**config.mk**
```make
export PLATFORM = sky130hd
export DESIGN_NAME = shifter_arbiter_flat
export DESIGN_NICKNAME = d
export VERILOG_FILES = /design/src/rtl/shifter_arb_pkg.sv /design/src/rtl/shifter_arbiter_if.sv /design/src/rtl/shift_rotate_unit.sv /design/src/rtl/shifter_arbiter.sv /design/src/flat_wrapper.sv
export SDC_FILE = /design/constraint.sdc
export NUM_CORES = 1
export LEC_CHECK = 0
export CORE_MARGIN = 1
export CORE_UTILIZATION = 43
export CTS_BUF_LIST = sky130_fd_sc_hd__clkbuf_4 sky130_fd_sc_hd__clkbuf_8
export DETAILED_ROUTE_END_ITERATION = 16
export PLACE_DENSITY_LB_ADDON = 0.2
export RECOVER_POWER = 50
export SYNTH_ARGS = -nofsm -noshare
export SYNTH_HDL_FRONTEND = slang
export SYNTH_HIERARCHICAL = 1
export SYNTH_SLANG_ARGS = --single-unit
export TNS_END_PERCENT = 10
```
**constraint.sdc**
```tcl
create_clock -name clk -period 3.2 [get_ports clk]
set_input_delay 0.32 -clock clk [delete_from_list [all_inputs] [get_ports clk]]
set_output_delay 0.32 -clock clk [all_outputs]
set_load 0.02 [all_outputs]
```
**src/rtl/shifter_arb_pkg.sv**
```systemverilog
// rtl/shifter_arb_pkg.sv - shared constants and types for the shifter arbiter
package shifter_arb_pkg;

    localparam logic MODE_SHL = 1'b0;
    localparam logic MODE_ROL = 1'b1;

    localparam logic REQ0 = 1'b0;
    localparam logic REQ1 = 1'b1;

    typedef enum logic {
        SLOT_EMPTY = 1'b0,
        SLOT_FULL  = 1'b1
    } slot_state_t;

endpackage

```
**src/rtl/shifter_arbiter_if.sv**
```systemverilog
// rtl/shifter_arbiter_if.sv - request/result handshake bundle for the shifter arbiter
interface shifter_arbiter_if #(
    parameter int WIDTH = 8,
    parameter int AMT_W = 3
);
    logic             req0_valid;
    logic             req0_ready;
    logic [WIDTH-1:0] req0_data;
    logic [AMT_W-1:0] req0_amt;
    logic             req0_mode;

    logic             req1_valid;
    logic             req1_ready;
    logic [WIDTH-1:0] req1_data;
    logic [AMT_W-1:0] req1_amt;
    logic             req1_mode;

    logic             out_valid;
    logic             out_ready;
    logic [WIDTH-1:0] out_data;
    logic             out_id;

    // requesters plus result consumer
    modport master (
        output req0_valid, req0_data, req0_amt, req0_mode,
        output req1_valid, req1_data, req1_amt, req1_mode,
        input  req0_ready, req1_ready,
        input  out_valid, out_data, out_id,
        output out_ready
    );

    // arbiter side
    modport slave (
        input  req0_valid, req0_data, req0_amt, req0_mode,
        input  req1_valid, req1_data, req1_amt, req1_mode,
        output req0_ready, req1_ready,
        output out_valid, out_data, out_id,
        input  out_ready
    );
endinterface

```
**src/rtl/shift_rotate_unit.sv**
```systemverilog
// rtl/shift_rotate_unit.sv - combinational logical-shift-left / rotate-left unit
module shift_rotate_unit
    import shifter_arb_pkg::*;
#(
    parameter int WIDTH = 8,
    parameter int AMT_W = 3
) (
    input  logic [WIDTH-1:0] data,
    input  logic [AMT_W-1:0] amt,
    input  logic             mode,
    output logic [WIDTH-1:0] result
);
    logic [WIDTH-1:0] shl;
    logic [WIDTH-1:0] wrap;
    logic [AMT_W:0]   back_amt;

    // amt=0 gives back_amt=WIDTH, so the wrapped part shifts out to zero
    assign back_amt = (AMT_W+1)'(WIDTH) - {1'b0, amt};
    assign shl      = data << amt;
    assign wrap     = data >> back_amt;

    // select zero-fill shift or rotate
    always_comb begin
        result = shl;
        if (mode == MODE_ROL) begin
            result = shl | wrap;
        end
    end
endmodule

```
**src/rtl/shifter_arbiter.sv**
```systemverilog
// rtl/shifter_arbiter.sv - round-robin sharing of one shift/rotate unit; SHIFT_STATS_EN adds grant counters
module shifter_arbiter
    import shifter_arb_pkg::*;
#(
    parameter int WIDTH = 8,
    parameter int AMT_W = 3,
    parameter int CNT_W = 8
) (
    input  logic                 clk,
    input  logic                 rst,
    shifter_arbiter_if.slave     bus
`ifdef SHIFT_STATS_EN
    ,
    output logic [CNT_W-1:0]     grant_cnt0,
    output logic [CNT_W-1:0]     grant_cnt1
`endif
);
    slot_state_t      state_q;
    slot_state_t      state_d;
    logic             ptr_q;
    logic             slot_free;
    logic             grant0;
    logic             grant1;
    logic             acc0;
    logic             acc1;
    logic             accept;
    logic             acc_id;
    logic [WIDTH-1:0] op_data;
    logic [AMT_W-1:0] op_amt;
    logic             op_mode;
    logic [WIDTH-1:0] result;
    logic [WIDTH-1:0] out_data_q;
    logic             out_id_q;

    // the slot can take a new op when empty or being drained this cycle
    assign slot_free = (state_q == SLOT_EMPTY) || bus.out_ready;

    // a lone requester wins; on contention the pointer decides
    assign grant0 = bus.req0_valid && (!bus.req1_valid || ptr_q == REQ0);
    assign grant1 = bus.req1_valid && (!bus.req0_valid || ptr_q == REQ1);

    assign bus.req0_ready = grant0 && slot_free && !rst;
    assign bus.req1_ready = grant1 && slot_free && !rst;

    assign acc0   = bus.req0_valid && bus.req0_ready;
    assign acc1   = bus.req1_valid && bus.req1_ready;
    assign accept = acc0 || acc1;
    assign acc_id = acc1 ? REQ1 : REQ0;

    // route the granted requester's operands into the shared unit
    always_comb begin
        op_data = bus.req0_data;
        op_amt  = bus.req0_amt;
        op_mode = bus.req0_mode;
        if (grant1) begin
            op_data = bus.req1_data;
            op_amt  = bus.req1_amt;
            op_mode = bus.req1_mode;
        end
    end

    shift_rotate_unit #(
        .WIDTH (WIDTH),
        .AMT_W (AMT_W)
    ) u_sru (
        .data   (op_data),
        .amt    (op_amt),
        .mode   (op_mode),
        .result (result)
    );

    // slot next state: fill on accept, empty on drain without refill
    always_comb begin
        state_d = state_q;
        case (state_q)
            SLOT_EMPTY: if (accept) state_d = SLOT_FULL;
            SLOT_FULL:  if (bus.out_ready && !accept) state_d = SLOT_EMPTY;
            default:    state_d = SLOT_EMPTY;
        endcase
    end

    // slot state register
    always_ff @(posedge clk) begin
        if (rst) begin
            state_q <= SLOT_EMPTY;
        end else begin
            state_q <= state_d;
        end
    end

    // result slot and round-robin pointer; both only move on an accept
    always_ff @(posedge clk) begin
        if (rst) begin
            out_data_q <= '0;
            out_id_q   <= REQ0;
            ptr_q      <= REQ0;
        end else if (accept) begin
            out_data_q <= result;
            out_id_q   <= acc_id;
            ptr_q      <= ~acc_id;
        end
    end

    assign bus.out_valid = (state_q == SLOT_FULL);
    assign bus.out_data  = out_data_q;
    assign bus.out_id    = out_id_q;

`ifdef SHIFT_STATS_EN
    // per-requester accept counters, saturating at all-ones
    always_ff @(posedge clk) begin
        if (rst) begin
            grant_cnt0 <= '0;
            grant_cnt1 <= '0;
        end else begin
            if (acc0 && grant_cnt0 != {CNT_W{1'b1}}) grant_cnt0 <= grant_cnt0 + 1'b1;
            if (acc1 && grant_cnt1 != {CNT_W{1'b1}}) grant_cnt1 <= grant_cnt1 + 1'b1;
        end
    end
`endif
endmodule

```
**src/flat_wrapper.sv**
```systemverilog
// flat-port wrapper written by rule: the top's interface ports become plain ports
module shifter_arbiter_flat import shifter_arb_pkg::*;
#(
    parameter int WIDTH = 8,
    parameter int AMT_W = 3,
    parameter int CNT_W = 8
)
  (clk, rst, bus_req0_valid, bus_req0_data, bus_req0_amt, bus_req0_mode, bus_req1_valid, bus_req1_data, bus_req1_amt, bus_req1_mode, bus_req0_ready, bus_req1_ready, bus_out_valid, bus_out_data, bus_out_id, bus_out_ready);
  shifter_arbiter_if #(.WIDTH(WIDTH), .AMT_W(AMT_W)) bus_i ();
  input  logic clk;
  input  logic rst;
  input wire logic [$bits(bus_i.req0_valid)-1:0] bus_req0_valid;
  input wire logic [$bits(bus_i.req0_data)-1:0] bus_req0_data;
  input wire logic [$bits(bus_i.req0_amt)-1:0] bus_req0_amt;
  input wire logic [$bits(bus_i.req0_mode)-1:0] bus_req0_mode;
  input wire logic [$bits(bus_i.req1_valid)-1:0] bus_req1_valid;
  input wire logic [$bits(bus_i.req1_data)-1:0] bus_req1_data;
  input wire logic [$bits(bus_i.req1_amt)-1:0] bus_req1_amt;
  input wire logic [$bits(bus_i.req1_mode)-1:0] bus_req1_mode;
  output wire logic [$bits(bus_i.req0_ready)-1:0] bus_req0_ready;
  output wire logic [$bits(bus_i.req1_ready)-1:0] bus_req1_ready;
  output wire logic [$bits(bus_i.out_valid)-1:0] bus_out_valid;
  output wire logic [$bits(bus_i.out_data)-1:0] bus_out_data;
  output wire logic [$bits(bus_i.out_id)-1:0] bus_out_id;
  input wire logic [$bits(bus_i.out_ready)-1:0] bus_out_ready;
  assign bus_i.req0_valid = bus_req0_valid;
  assign bus_i.req0_data = bus_req0_data;
  assign bus_i.req0_amt = bus_req0_amt;
  assign bus_i.req0_mode = bus_req0_mode;
  assign bus_i.req1_valid = bus_req1_valid;
  assign bus_i.req1_data = bus_req1_data;
  assign bus_i.req1_amt = bus_req1_amt;
  assign bus_i.req1_mode = bus_req1_mode;
  assign bus_req0_ready = bus_i.req0_ready;
  assign bus_req1_ready = bus_i.req1_ready;
  assign bus_out_valid = bus_i.out_valid;
  assign bus_out_data = bus_i.out_data;
  assign bus_out_id = bus_i.out_id;
  assign bus_i.out_ready = bus_out_ready;
  shifter_arbiter #(.WIDTH(WIDTH), .AMT_W(AMT_W), .CNT_W(CNT_W)) u_core (.clk(clk), .rst(rst), .bus(bus_i));
endmodule
```
==> metrics <==
status=finished clean; crit share post-route=roughly nine tenths; Slowest-stage cell, CP=dlygate4sd3_1; M1 wire length=1.47 mm; DR vias=approximately 1,300; f_max=roughly 350 MHz; Final Hold Vio Count=0; Worst Setup Start Kind=primary input; Slew Limit Fails=0; setup TNS=0 ps; Post-DP HPWL=2.51 mm; synthesized cell area=1210 um^2; share of the synthesized area in the top cell type=18.2%; Syn Area/Cell=about 8.7 um^2; largest net degree at the start of global routing=21; Routed met2 length=1.58 mm; Total GRT Usage=approximately a quarter; die height=~55 um; Distinct cells, synth=36; Rows=18; Syn. warnings=6; Post-Synthesis Cells=140; Hold Path Depth=2; Post-CTS Setup Bufs=0; I/O pins=a little over 40; Antenna Nets Post-Route=0; wirelength, routed=around 3.4 mm; Worst R2R Path Depth=11; Reg2Reg Setup Slack=around 620 ps; crit-path leading delay family=buffers and inverters; Synth-to-Final Area Change=38.1%; Max Cap Viol=0; CTS tree=yes; Initial Util=a little under half; Yosys reg bits=11; Final Instance Count excl. Fillers=212; arrival time at the worst endpoint=roughly 3100 ps; Clock power frac=17.3%; Hold Path Class=reg2reg; root buf cell=clkbuf_4; hold_sp=u_core/bus.out_data[4]$_SDFFE_PP0P_; Power Dens Cells=344 nW/um^2; Flop pwr share=27.8%; CP Max Fanout=5; peak supply drop=0.364 mV; worst path required time=3360 ps; sequential cell area fraction in the yosys report=18.2%; Least-Margin Pin Slew=about 560 ps; worst-skew pair later-pin latency=260 ps; Finish-stage setup viols=0; critical path cell sequence=dlygate4sd3_1 -> inv_2 -> o21ai_4 -> mux2_1 -> inv_1 -> ha_1 -> xor2_4 -> buf_4 -> mux2i_1 -> o21ai_0 -> a311o_1 -> nand4_1 -> nand2_1; cell internal pwr=0.366 mW; max incr delay on CP=580 ps; Initial DRC Count=49; Post-Syn Nets=170; Hold EP=u_core/bus.out_data[4]$_SDFFE_PP0P_; cts repair resizes=0; r2r startpoint=u_core/ptr_q$_SDFFE_PP0P_; core footprint=roughly 2600 um^2; PortBufs=40; Reg clk slew, reported paths=70 ps; first-pass GRT wire length=5.24 mm; layout cell share with drive strength beyond 1=around 18%; ranking of synthesized cells by area=dfxtp_1 (18%), mux4_2 (11%), mux2_1 (8.4%); Tot Pwr=a little under 0.6 mW; CTS sink cnt=11; WS Path Type=in2reg; CP Capture Type=flop; CTS buffer count=3; routability congestion estimate=0.923; Comb pwr share=between 50% and 60%; Switch Pwr=0.211 mW; Max clock buf depth=2; Net Sw Frac=36.5%; chip width=about 55 um; remaining global-route overflow=0; unrepaired setup endpoints after global routing=no; routed len/inst=15.8 um; Final #Nets=roughly 210; crit path buf inv count=4; area leader, netlist=dfxtp_1; drt via density=6.15; CTS HTree Levels=1; post-layout min period=~2900 ps; vias in the first global route=between 1,000 and 1,500; Clock Skew=5.51 ps; Max Used Layer=met4; TritonRoute pass-1 iters=4; met3 WL=259 um; reg2reg end=u_core/bus.out_data[1]$_SDFFE_PP0P_; initial antenna violation count=0; die area=between 3000 and 4000 um^2; # DRC=0; Slew headroom=62.3%; Placed Instances=208; ANT cells=0; hold-fix buffers at CTS=0; LEAKAGE=between 0.6 and 0.7 nW
[stage by stage]
step	hold WS (ps)	utilization, %	area (um^2)	setup slack [ps]
after floorplan	389	-	1210	274
after global placement	464	64.0	1640	181
after detailed placement	484	64.0	1640	109
after CTS	495	65.2	1670	378
after global routing	517	65.2	1670	146
final	488	65.2	1670	311
[worst reg2reg max path, cell delays in order (launching register included)]
cell and delay [ps]:
dfxtp_1 360, o21ai_4 200, mux2_1 360, inv_1 100, ha_1 310, xor2_4 210
buf_4 170, mux2i_1 180, o21ai_0 110, a311o_1 360, nand4_1 70, nand2_1 60
[worst max path at each step]
stage,slack (ps),depth (start not counted),startpoint,end
floorplan,270,12,u_core/ptr_q$_SDFFE_PP0P_,u_core/bus.out_data[1]$_SDFFE_PP0P_
global placement,180,12,bus_req0_valid,u_core/bus.out_data[1]$_SDFFE_PP0P_
detailed placement,110,12,bus_req0_valid,u_core/bus.out_data[1]$_SDFFE_PP0P_
CTS,380,12,bus_req0_valid,u_core/bus.out_data[1]$_SDFFE_PP0P_
global route,150,12,bus_req0_valid,u_core/bus.out_data[1]$_SDFFE_PP0P_
finish,310,13,bus_req0_valid,u_core/bus.out_data[1]$_SDFFE_PP0P_
[flip-flops by register name (all words and copies together), names as in the netlist]
name,cells
u_core/bus.out_valid,1
u_core/ptr_q,1
u_core/bus.out_data,8
u_core/bus.out_id,1
[metal layers]
metal  GRT usage [%]  vias to the layer above
li1                -                      622
met1            30.8                      614
met2            40.8                       61
met3            2.73                        6
met4            6.67                        0
met5               0                        -
[layout by cell type, fill, tap and decap left out, types with 2 or more instances in the layout]
master	n
a21oi_1	9
mux2_1	9
mux2i_1	7
nor3_1	8
clkdlybuf4s50_1	29
buf_4	8
o221ai_1	2
clkbuf_4	4
nand4_1	8
dfxtp_1	11
o21ai_0	5
nor2_1	9
dlygate4sd3_1	11
nand2_1	13
o22ai_1	3
o211ai_1	9
a31oi_1	3
mux4_2	6
inv_1	4
mux2_2	7
[layout make-up]
type,count,area (um^2)
clock buffer,4,30.0
fill,230,893
inverter,6,22.5
multi-input combinational,113,903
sequential,11,220
tap,30,37.5
timing repair buffer,48,460
[synth_stat cells, drive strengths merged]
| cell | instances |
|---|---|
| mux2 | 16 |
| nand2 | 13 |
| dfxtp | 11 |
| a21oi | 9 |
| nor2 | 9 |
| o211ai | 9 |
| buf | 8 |
| nand4 | 8 |
| nor3 | 8 |
| mux2i | 7 |
| mux4 | 6 |
| o21ai | 6 |
| inv | 5 |
| a31oi | 3 |
| o22ai | 3 |
| clkbuf | 2 |
| o221ai | 2 |
| or2 | 2 |
| a311o | 1 |
| and2b | 1 |
| clkinv | 1 |
| ha | 1 |
| nand2b | 1 |
| nand3 | 1 |
| nor2b | 1 |
| nor3b | 1 |
| o211a | 1 |
| o2bb2ai | 1 |
| or2b | 1 |
| or3b | 1 |
| xor2 | 1 |
[power groups by stage]
stage,clock network [mW],registers (mW),logic [mW]
2_1_floorplan,0,0.179,0.192
3_3_place_gp,0,0.163,0.313
3_5_place_dp,0,0.164,0.314
4_1_cts,0.102,0.161,0.317
5_1_grt,0.107,0.162,0.340
6_report,0.0996,0.160,0.317
[kinds of logic (layout without fill, tap and decap cells)]
kind of cell	count (synthesis)	after routing	share of synthesized area (%)
AND/OR/NAND/NOR	47	47	19.8
AO/OA/AOI/OAI	35	35	19.6
multiplexers	29	29	31.8
buffers and inverters	16	58	7.33
flip-flops	11	11	18.2
adder cells (fa/ha/maj)	1	1	1.03
XOR/XNOR	1	1	2.27
(Power assumes the default switching activity.)
